`src/rtl/fetch_unit_pkg.sv`:
```
// fetch_unit_pkg: opcodes, NOP encoding and fetch FSM states shared by the fetch stage
package fetch_unit_pkg;
    localparam logic [4:0]  OPC_HALT  = 5'b00000;
    localparam logic [15:0] INSTR_NOP = 16'h0800;
    typedef enum logic [1:0] {FETCH, DROP, HALTED} fetch_state_t;
endpackage

```
`src/rtl/fetch_buffer.sv`:
```
// fetch_buffer: 2-entry FIFO of {instr, pc_inc} between fetch and decode
module fetch_buffer (
    input  logic        clk,
    input  logic        rst_n,
    input  logic        push,
    input  logic        pop,
    input  logic        flush,
    input  logic [31:0] din,
    output logic [1:0]  count,
    output logic [31:0] head
);
    logic [31:0] mem [2];
    logic        rd;
    logic        wr;
    assign head = mem[rd];
    always_ff @(posedge clk) begin
        if (!rst_n || flush) begin
            rd    <= 1'b0;
            wr    <= 1'b0;
            count <= 2'd0;
        end else begin
            if (push) begin
                mem[wr] <= din;
                wr      <= ~wr;
            end
            if (pop) rd <= ~rd;
            count <= count + {1'b0, push} - {1'b0, pop};
        end
    end
endmodule

```
`src/rtl/fetch_unit.sv`:
```
// fetch_unit: PC, variable-latency instruction fetch, 2-deep decode buffer, redirect and HALT handling
module fetch_unit
    import fetch_unit_pkg::*;
#(
    parameter logic [15:0] RESET_PC = 16'h0000
) (
    input  logic        clk,
    input  logic        rst_n,
    input  logic        redirect_valid,
    input  logic [15:0] redirect_pc,
    input  logic        stall,
    output logic        imem_req,
    output logic [15:0] imem_addr,
    input  logic        imem_ack,
    input  logic [15:0] imem_rdata,
    output logic [15:0] Instruction,
    output logic [15:0] PC_Inc,
    output logic        inst_valid,
    output logic        halted
);
    fetch_state_t state;
    fetch_state_t state_next;
    logic [15:0]  pc;
    logic [15:0]  pc_next;
    logic [15:0]  addr;
    logic [15:0]  addr_next;
    logic         run;
    logic [1:0]   count;
    logic [31:0]  head;
    logic         push;
    logic         pop;
    // run holds the request off for the first cycle after reset releases
    assign imem_req    = run && (state == DROP || (state == FETCH && count != 2'd2));
    assign imem_addr   = addr;
    assign push        = state == FETCH && imem_req && imem_ack;
    assign inst_valid  = count != 2'd0;
    assign pop         = inst_valid && !stall;
    assign halted      = state == HALTED;
    assign Instruction = inst_valid ? head[31:16] : INSTR_NOP;
    assign PC_Inc      = inst_valid ? head[15:0] : 16'h0000;
    // a dropped request keeps its old address on the bus until it is acknowledged
    always_comb begin
        state_next = state;
        pc_next    = pc;
        if (redirect_valid) begin
            pc_next    = redirect_pc;
            state_next = (imem_req && !imem_ack) ? DROP : FETCH;
        end else if (state == DROP) begin
            state_next = imem_ack ? FETCH : DROP;
        end else if (push) begin
            pc_next    = pc + 16'd2;
            state_next = imem_rdata[15:11] == OPC_HALT ? HALTED : FETCH;
        end
        addr_next = state_next == DROP ? addr : pc_next;
    end
    always_ff @(posedge clk) begin
        if (!rst_n) begin
            state <= FETCH;
            pc    <= RESET_PC;
            addr  <= RESET_PC;
            run   <= 1'b0;
        end else begin
            state <= state_next;
            pc    <= pc_next;
            addr  <= addr_next;
            run   <= 1'b1;
        end
    end
    fetch_buffer u_buf (
        .clk   (clk),
        .rst_n (rst_n),
        .push  (push),
        .pop   (pop),
        .flush (redirect_valid),
        .din   ({imem_rdata, pc + 16'd2}),
        .count (count),
        .head  (head)
    );
endmodule
```
`config.mk`:
```
export PLATFORM = sky130hd
export DESIGN_NAME = fetch_unit
export DESIGN_NICKNAME = d
export VERILOG_FILES = /design/src/rtl/fetch_unit_pkg.sv /design/src/rtl/fetch_buffer.sv /design/src/rtl/fetch_unit.sv
export SDC_FILE = /design/constraint.sdc
export NUM_CORES = 1
export LEC_CHECK = 0
export ABC_AREA = 1
export CORE_UTILIZATION = 25
export CTS_BUF_LIST = sky130_fd_sc_hd__clkbuf_16
export DETAILED_ROUTE_END_ITERATION = 12
export GPL_ROUTABILITY_DRIVEN = 1
export GPL_TIMING_DRIVEN = 0
export SYNTH_ARGS = -nofsm -noshare
export SYNTH_HDL_FRONTEND = slang
export SYNTH_SLANG_ARGS = --single-unit
```
`constraint.sdc`:
```
create_clock -name clk -period 6 [get_ports clk]
set_input_delay 0.6 -clock clk [delete_from_list [all_inputs] [get_ports clk]]
set_output_delay 0.6 -clock clk [all_outputs]
set_load 0.02 [all_outputs]
```
=== After elaboration in Yosys (flattened, before gate mapping) ===
Memories as Yosys holds them, arrays and structs flattened. A register that Yosys moved wholly into a read port is not among the register bits.
Cells that the tools add are included.

* Output and inout bits: 51
* Memories kept: 1
* Bits in writable memories: 64
* Bits in registers: 39
* Logic and storage cells: 48

* Bitwise logic cells: 2
* Equality and inequality tests: 4
* Add/sub/neg operators: 3
* Muxes and demuxes: 17
* Reductions and logical operators: 14

{| class="wikitable"
|+ Memory list
! memory !! depth !! bits a word !! read ports !! clocked after memory_dff !! write ports !! RTL line !! text
|-
| u_buf.mem || 2 || 32 || 1 || 1 || 1 || fetch_buffer.sv:12 || <nowiki>logic [31:0] mem [2];</nowiki>
|}

{| class="wikitable"
|+ Operator list
! operator !! number
|-
| $mux W16 || 5
|-
| $add A16 B2 Y16 const B || 1
|-
| $mux W1 || 8
|-
| $mux W2 || 4
|-
| $logic_and A1 B1 Y1 || 6
|-
| $logic_not A5 Y1 || 1
|-
| $eq A2 B1 Y1 const B || 2
|-
| $logic_not A1 Y1 || 3
|-
| $add A2 B1 Y2 || 1
|-
| $eq A2 B2 Y1 const B || 1
|-
| $logic_not A2 Y1 || 1
|-
| $logic_or A1 B1 Y1 || 2
|-
| $ne A2 B2 Y1 const B || 1
|-
| $not A1 Y1 || 2
|-
| $reduce_bool A2 Y1 || 1
|-
| $sub A2 B1 Y2 || 1
|}

=== Depth between registers and ports, before layout ===
Gate-level depths: netlist of the first run.

* Depth in word-level cells: 10
* Mapped depth: 11

=== By module ===
From an unflattened synthesis of the first run, not the netlist that was laid out.

* Cell total of the unflattened synthesis: 515
* Area total of the unflattened synthesis: 5006.1 um^2

{| class="wikitable"
|+ By module, submodules not included
! module !! times used !! cells an instance !! area each (um^2)
|-
| fetch_buffer || 1 || 131 || 2691.3
|-
| fetch_unit || 1 || 384 || 2314.7
|}

=== Worst setup path after synthesis of the first run ===
OpenSTA, ideal clock, no wires.

* Path type: input-to-reg
* From: input port imem_ack
* To: memory u_buf.mem[1][0], enable pin
* Data arrival time: 3335 ps
* Stages on the path: 6
* Buffers on the path: 2
* Path slack: 2204 ps
* Cell sequence: inv_1 nor2_1 nand3_2 buf_6 buf_6 nor3_1

* Longest elaborated chain between the ends: 4

{| class="wikitable"
|+ RTL lines
! element !! RTL line !! text
|-
| start: declaration || fetch_unit.sv:14 || <nowiki>input logic imem_ack,</nowiki>
|-
| $logic_and A1 B1 Y1 || fetch_unit.sv:35 || <nowiki>assign push = state == FETCH && imem_req && imem_ack;</nowiki>
|-
| $mux W1 || fetch_buffer.sv:22 || <nowiki>if (push) begin</nowiki>
|-
| $mux W1 || fetch_buffer.sv:17 || <nowiki>if (!rst_n || flush) begin</nowiki>
|-
| $mux W1 (not written as such) || fetch_buffer.sv:23 || <nowiki>mem[wr] <= din;</nowiki>
|-
| end: declaration || fetch_buffer.sv:12 ||
|}

No other way between the ends.

=== Worst setup path after layout of the first run ===
* From: input port redirect_valid
* To: memory u_buf.mem[1][21], enable pin

* Longest elaborated chain between the ends: 3

{| class="wikitable"
|+ RTL lines
! element !! RTL line !! text
|-
| start: declaration || fetch_unit.sv:9 || <nowiki>input logic redirect_valid,</nowiki>
|-
| $logic_or A1 B1 Y1 || fetch_buffer.sv:17 ||
|-
| $mux W1 || fetch_buffer.sv:17 ||
|-
| $mux W1 (not written as such) || fetch_buffer.sv:23 ||
|}

No other way between the ends.

==> impl_metrics.toml, run 1 <==
[outcome]
outcome = "finished clean"

[worst_setup_path]
r2r.worst_path.cells = 8
slowest_stage = "nor3_2"
crit_path_max_incr_delay_ns = 0.83
startpoint_type = "primary input"
rrSetupSlack_ns = 3.55
crit_type = "in2reg"
worst_r2r_endpoint = "u_buf.mem[1][21]"
critPathTopFamily = "buffers and inverters"
arrival_ns = 3.20
critPathRequiredTime_ns = 6.06
crit_buf_inv = 5
path_max_fanout = 12
r2r_start = "state[0]"
endpoint_kind = "register"
crit_chain = "clkdlybuf4s50_1, inv_1, buf_2, nand2_1, nor3_2, buf_4, buf_8"

[grt]
grt_max_degree = 33
antenna_found_initial = 0
grt_pass1_wl_um = 17260
grt_pass1_vias = 3332
grt_use_total_pct = 11.99
grt_overflow = 0

[floorplan]
num_io_pins = 88
fp.dieW_um = 138.0
die_h_um = 138.0
dieArea_um2 = 19040
initial_core_util_pct = 25.64
rows = 49
core_region_area_um2 = 18020

[clock_network]
clk_pin_slew_ns = 0.07
ctsHoldBuffers = 0
htree_levels = 3
cts_tree = "yes"
clkSinkCount = 104
clock_path_buffers = 2
post-cts-setup-buffers = 0
cts_resized = 0
cts_buffers = 9
clock_latency_ns = 0.34
root_buffer = "clkbuf_16"

[finish]
final_util_pct = 34.12
drive_above_1_share_pct = 7.980
final_nets = 649
final_common_cell = "nand2_1"
antenna_cells = 0
syn_to_final_growth_pct = 33.08
final_cell_mix = "nand2_1 (162), clkdlybuf4s50_1 (87), edfxtp_1 (64)"

[timing]
tns_ns = 0
hold_viol_final = 0
clock_skew_ns = 0.005780
period_needed_ns = 3.144
fmax_mhz = 318.1
maxSlewViolCount = 0
slew_headroom_pct = 37.24
min_period_over_period_pct = 52.40
final-setup-viol-count = 0
rsz0062_at_grt = "no"
max_slew.worst_pin.slew_ns = 0.9364

[detailed_routing]
firstDrtPassIters = 4
drt-initial-drc-count = 249
vias = 3549
totalWireLength_um = 10750
wl_per_cell_um = 12.75
avgViaCountPerCell = 4.210
drc = 0
ant_nets = 0

[logic_synthesis]
syn_area_per_cell_um2 = 9.080
ys.flop_type = "edfxtp_1"
synth_cell_type_count = 32
netlist_instances = 509
synth_seq_cells = 104
ys_seq_area_share_pct = 58.91
synth-edff-count = 64
syn-num-nets = 549
synth_top_area_share_pct = 41.58
synth_top_cell_by_area = "edfxtp_1"
synthTopCellsByArea = "edfxtp_1 (42%), dfxtp_1 (17%), nand2_1 (13%), a21oi_1 (5.7%), nor2_1 (4.4%)"
netlist_area_um2 = 4622
ys_warn_count = 0
async_flop_share_pct = 0

[flow_run]
maxCapViolCount = 0

[hold_path]
hold_path_end = "u_buf.wr"
hp-class = "reg2reg"
min_from = "u_buf.wr"
hold_depth = 2

[power]
p_per_area_nw_per_um2 = 266.7
p_leak_uw = 0.002354
ir_drop_mv = 0.1701
finalPower_uw = 1641

[place]
portBuffers = 87
place.gp.congestion = 0.7840
dp_hpwl_um = 7947
-- power by group --
part / leakage [µW] / internal, µW / switching [µW]
clock: 0.000164 / 374 / 263
combinational: 0.00127 / 91.2 / 115
sequential: 0.000917 / 783 / 14.1
total: 0.00235 / 1250 / 393
-- per-stage QoR --
stage,cell area (µm²),setup slack [ns],hold slack [ns],std cells
after floorplan,4622,2.204,0.4249,509
after global placement,5779,0.2024,0.4500,825
after detailed placement,5814,2.424,0.4574,827
after CTS,6151,2.798,0.4681,843
after global routing,6151,2.635,0.5022,843
final,6151,2.856,0.4697,843
-- sequential cells by signal, summed over array words and instances (netlist names), named ones only --
signal,count
u_buf.mem,64
pc,16
u_buf.count,2
imem_addr,16
run,1
u_buf.rd,1
u_buf.wr,1
state,2
-- routing by layer --
metal / GRT usage [%] / part of all wire (%)
met3: 2.887 / 7.1
met4: 3.261 / 0.85
met1: 16.51 / 49
met5: 0 / 0
met2: 18.64 / 43
-- cell usage after synthesis, drive strengths merged (3+ instances only) --
| cell type | count |
|---|---|
| ha | 3 |
| nand3 | 22 |
| a21oi | 54 |
| buf | 8 |
| edfxtp | 64 |
| xor2 | 4 |
| nor2 | 59 |
| nand3b | 15 |
| or2 | 4 |
| nand2 | 166 |
| clkbuf | 14 |
| nand4 | 7 |
| o21ai | 4 |
| dfxtp | 40 |
| inv | 36 |
-- logic make-up (layout without fill, tap and decap cells) --
kind of cell,count (synthesis),after routing,synth area share [%]
fa+ha+maj,3,3,0.8122
mux,1,1,0.2166
buf+inv,58,163,5.847
xor+xnor,6,6,1.137
flops,104,104,58.91
compound gates,59,59,6.660
simple gates,278,278,26.42
-- worst reg2reg max path: cells and delay by family (launching register included) --
family | cells | cell delay, ns
buffers and inverters | 5 | 0.90
DFF | 1 | 0.37
and+or+nand+nor | 3 | 0.88
-- cell type report --
type                       count  area [µm²]
fill                        1849       11870
sequential                   104        2723
multi-input combinational    347        1642
timing repair buffer          89       893.4
tap                          229       286.5
clock buffer                   9       225.2
inverter                      36       142.6
buffer                        22       127.6
clock inverter                 7       111.4
-- worst max-delay path by stage --
stage | startpoint | end | slack [ns] | cells past startpoint
2_1_floorplan | imem_ack | u_buf.mem[1][0] | 2.20 | 6
3_3_place_gp | redirect_valid | u_buf.mem[1][17] | 0.20 | 5
3_5_place_dp | redirect_valid | u_buf.mem[1][17] | 2.42 | 7
4_1_cts | redirect_valid | u_buf.mem[1][23] | 2.80 | 7
5_1_grt | redirect_valid | u_buf.mem[1][22] | 2.63 | 7
6_report | redirect_valid | u_buf.mem[1][21] | 2.86 | 7
Power figures use the tool's default switching activity.
==> run 2, diff against run 1 <==
==> constraint.sdc (replaced) <==
create_clock -name clk -period 2.93 [get_ports clk]
set_input_delay 0.293 -clock clk [delete_from_list [all_inputs] [get_ports clk]]
set_output_delay 0.293 -clock clk [all_outputs]
set_load 0.02 [all_outputs]
==> run 2 against run 1 <==
Die area unchanged. Setup slack worse by 2.5 ns. Largest cell class unchanged. Global-route usage down 0.18 points. Combinational power up 100%. Largest power group unchanged. Design area decreased by 0.71%. Hold slack lost 0.0068 ns. Register-to-register slack lost 2.8 ns. Cell count unchanged. Sequential share of layout area is 0.32 points higher. Clock power grew 76%.
==> impl_metrics.toml, run 2 (same netlist as run 1, synthesis figures left out) <==
[clock_network]
post-cts-setup-buffers = 0
cts_buffers = 9
htree_levels = 3
cts_resized = 0
clock_path_buffers = 2
ctsHoldBuffers = 0
cts_tree = "yes"
clk_pin_slew_ns = 0.07
clock_latency_ns = 0.35
root_buffer = "clkbuf_16"
clkSinkCount = 104

[timing]
setup_ws_ns = 0.3150
slew_headroom_pct = 37.77
final-setup-viol-count = 0
tns_ns = 0
maxSlewViolCount = 0
hold_viol_final = 0
max_slew.worst_pin.slew_ns = 0.9312
min_period_over_period_pct = 89.25
period_needed_ns = 2.615
rsz0062_at_grt = "no"
clock_skew_ns = 0.008546
fmax_mhz = 382.4

[power]
ir_drop_mv = 0.3291
finalPower_uw = 3174
p_per_area_nw_per_um2 = 519.8
p_leak_uw = 0.002330

[grt]
grt_use_total_pct = 11.81
antenna_found_initial = 0
grt_pass1_wl_um = 16960
grt_max_degree = 33
grt_overflow = 0
grt_pass1_vias = 3274

[floorplan]
die_h_um = 138.0
fp.dieW_um = 138.0
dieArea_um2 = 19040
initial_core_util_pct = 25.64
num_io_pins = 88
rows = 49
core_region_area_um2 = 18020

[detailed_routing]
vias = 3495
drt-initial-drc-count = 140
wl_per_cell_um = 12.77
firstDrtPassIters = 5
avgViaCountPerCell = 4.146
totalWireLength_um = 10760
drc = 0
ant_nets = 0

[finish]
drive_above_1_share_pct = 7.818
fillers = 1907
largest_register_ffs = 64
antenna_cells = 0
final_nets = 649
syn_to_final_growth_pct = 32.13
top_register = "u_buf.mem"
final_cell_mix = "nand2_1 (162), clkdlybuf4s50_1 (87), edfxtp_1 (64)"
final_common_cell = "nand2_1"
multi_input_area_um2 = 1648
seq_area_um2 = 2723

[worst_setup_path]
startpoint_type = "register"
endpoint_kind = "output pin"
arrival_ns = 2.32
critPathRequiredTime_ns = 2.64
crit_type = "reg2out"
rrSetupSlack_ns = 0.70
path_max_fanout = 10
r2r_start = "state[0]"

[hold_path]
hp-class = "reg2reg"
min_from = "u_buf.wr"

[place]
portBuffers = 87
post-place-ws_ns = 0.03192
place.gp.congestion = 0.8209
dp_hpwl_um = 7934

[outcome]
outcome = "finished clean"

[flow_run]
maxCapViolCount = 0
-- run 2: changes by cell type in the layout (fill, tap and decap cells not counted), sizes merged --
cell	before	now
clkinvlp	0	3
bufinv	2	0
inv	39	38
-- run 2: final cells by class --
| class | instances | area share (%) |
|---|---|---|
| multi-input combinational | 347 | 26.98 |
| buffer | 22 | 2.090 |
| tap | 229 | 4.692 |
| inverter | 36 | 2.336 |
| timing repair buffer | 89 | 14.75 |
| clock buffer | 9 | 3.688 |
| sequential | 104 | 44.58 |
| clock inverter | 7 | 0.8810 |
-- run 2: worst max-delay path: stages, from the launching register on --
cell	delay, ns
dfxtp_1	0.30
clkbuf_1	0.18
inv_1	0.16
clkbuf_1	0.40
nand2_1	0.09
a21oi_1	0.20
clkdlybuf4s50_1	0.64
-- run 2: path summary, 6_finish.rpt --
kind | to | depth (start not counted)
setup / recovery | PC_Inc[8] | 6
setup reg to reg | u_buf.mem[0][22] | 8
hold / removal | u_buf.wr | 2
hold reg to reg | u_buf.wr | 2
-- run 2: stage by stage --
step                hold WS [ns]  area, µm²  util [%]  instances
global placement          0.4562       5784     32.09        825
finish                    0.4629       6107     33.88        843
floorplan                 0.3207       4627         -        509
global route              0.4859       6107     33.88        843
detailed placement        0.4568       5828     32.33        827
CTS                       0.4669       6107     33.88        843
-- run 2: where the power goes --
part	internal [µW]	total, µW	switching (µW)
Combinational	187	423	236
Clock	583	1120	537
Sequential	1600	1630	28.6
Total	2370	3170	801
-- run 2: routing by layer --
metal  track usage (%)  part of all wire, %  up-vias
met2             17.61                   42      100
li1                  -                    -     1874
met3             2.668                  6.1        2
met1             17.05                   51     1519
met4             3.080                 0.28        0
met5                 0                    0        -
==> run 3, diff against run 2 <==
==> constraint.sdc (replaced) <==
create_clock -name clk -period 2.93 [get_ports clk]
set_input_delay 0.586 -clock clk [delete_from_list [all_inputs] [get_ports clk]]
set_output_delay 0.586 -clock clk [all_outputs]
set_load 0.02 [all_outputs]
==> run 3 against run 2 <==
Cell count up 0.47%. Largest cell class unchanged. Clock power about the same. Clock skew down 0.0034 ns. Wire length up 2.3%. Total power up 0.33%. Non-clock buffer count up 4. Register-to-register slack about the same. Sequential power about the same. Critical path depth down 1. Fmax down 6.1%. First-iteration DRC count up 56%. Die area unchanged.
==> impl_metrics.toml, run 3 (same netlist as run 1, synthesis figures left out) <==
[outcome]
outcome = "finished clean"

[clock_network]
clk_pin_slew_ns = 0.07
cts_tree = "yes"
root_buffer = "clkbuf_16"
htree_levels = 3
clock_latency_ns = 0.35
cts_buffers = 9
clock_path_buffers = 2
clkSinkCount = 104

[finish]
final_nets = 653
fillers = 1870
antenna_cells = 0
finalInstanceArea_um2 = 6166
final_cell_mix = "nand2_1 (162), clkdlybuf4s50_1 (87), edfxtp_1 (64)"
drive_above_1_share_pct = 9.547
largest_register_ffs = 64
syn_to_final_growth_pct = 33.41
top_register = "u_buf.mem"
final_common_cell = "nand2_1"

[detailed_routing]
wl_met1_um = 5583
firstDrtPassIters = 4
drc = 0
vias = 3562
met2_length_um = 4712
totalWireLength_um = 11010
wl_met3_um = 622
drt-initial-drc-count = 219
ant_nets = 0
route.top_layer_used = "met4"
avgViaCountPerCell = 4.205
wl_per_cell_um = 13.00

[hold_path]
hp-class = "reg2reg"
hold_depth = 2
min_from = "u_buf.wr"

[grt]
antenna_found_initial = 0
grt_pass1_vias = 3282
grt_pass1_wl_um = 16950
grt_use_total_pct = 11.89
grt_max_degree = 33
grt_overflow = 0

[power]
p_leak_uw = 0.002379
p_per_area_nw_per_um2 = 516.5
ir_drop_mv = 0.3169
finalPower_uw = 3185

[timing]
min_period_over_period_pct = 95.02
hold_viol_final = 0
period_needed_ns = 2.784
clock_skew_ns = 0.005129
hold_ws_ns = 0.4671
final-setup-viol-count = 0
slew_headroom_pct = 37.15
fmax_mhz = 359.2
tns_ns = 0
max_slew.worst_pin.slew_ns = 0.9405
maxSlewViolCount = 0

[place]
place.gp.congestion = 0.7929
placed_area_um2 = 5826
portBuffers = 87
dp_hpwl_um = 7996

[floorplan]
die_h_um = 138.0
core_region_area_um2 = 18020
dieArea_um2 = 19040
fp.dieW_um = 138.0
rows = 49
num_io_pins = 88
initial_core_util_pct = 25.64

[worst_setup_path]
endpoint_kind = "output pin"
path_max_fanout = 10
crit_type = "reg2out"
startpoint_type = "register"
r2r.worst_path.cells = 8
r2r_start = "state[0]"
arrival_ns = 2.20
critPathRequiredTime_ns = 2.34

[flow_run]
maxCapViolCount = 0
==> run 3: cell types whose count changed in the layout (fill, tap and decap cells not counted), moves of 2 or more <==
cell      previous run  this run
buf_4                0         4
buf_8                3         1
clkbuf_1            14         8
clkbuf_2             0         5
==> run 3: final cells by class <==
class	count	area, µm²	area share, %
buffer	22	135.1	2.192
clock buffer	9	225.2	3.653
clock inverter	7	55.05	0.8929
inverter	36	142.6	2.313
multi-input combinational	347	1650	26.77
sequential	104	2723	44.16
tap	229	286.5	4.647
timing repair buffer	93	948.4	15.38
==> run 3: path summary, 6_finish.rpt <==
kind	to	slack, ns
setup / recovery	PC_Inc[8]	0.15
hold / removal	u_buf.wr	0.47
setup reg to reg	u_buf.mem[0][10]	0.69
hold reg to reg	u_buf.wr	0.47
==> run 3: through the flow <==
stage | utilization (%) | cells | setup WS [ns]
floorplan | - | 509 | 0.1421
global placement | 32.10 | 825 | -1.331
detailed placement | 32.32 | 826 | -0.2735
CTS | 33.92 | 842 | 0.05105
global route | 34.21 | 847 | -0.002466
finish | 34.21 | 847 | 0.1458
==> run 3: repair_timing <==
action,4_1_cts,5_1_grt
setup buffers,0,5
gates resized for setup,6,3
hold buffers,0,0
setup endpoints to repair,14,28
pin swaps,0,1
==> run 3: worst max-delay path: stages (launching register included) <==
cell	delay (ns)
dfxtp_1	0.33
clkbuf_1	0.28
clkbuf_2	0.31
nand2_1	0.08
a21oi_1	0.21
clkdlybuf4s50_1	0.64
==> run 3: routing by layer <==
metal	global-route usage, %	vias up
met2	18.22	102
li1	-	1877
met3	2.851	8
met1	16.59	1575
met5	0	-
met4	3.261	0
==> run 3: where the power goes <==
group          internal [µW]  switching, µW  leakage, µW
sequential              1600           29.5     0.000917
clock                    585            542     0.000133
combinational            188            238      0.00133
total                   2380            809      0.00238
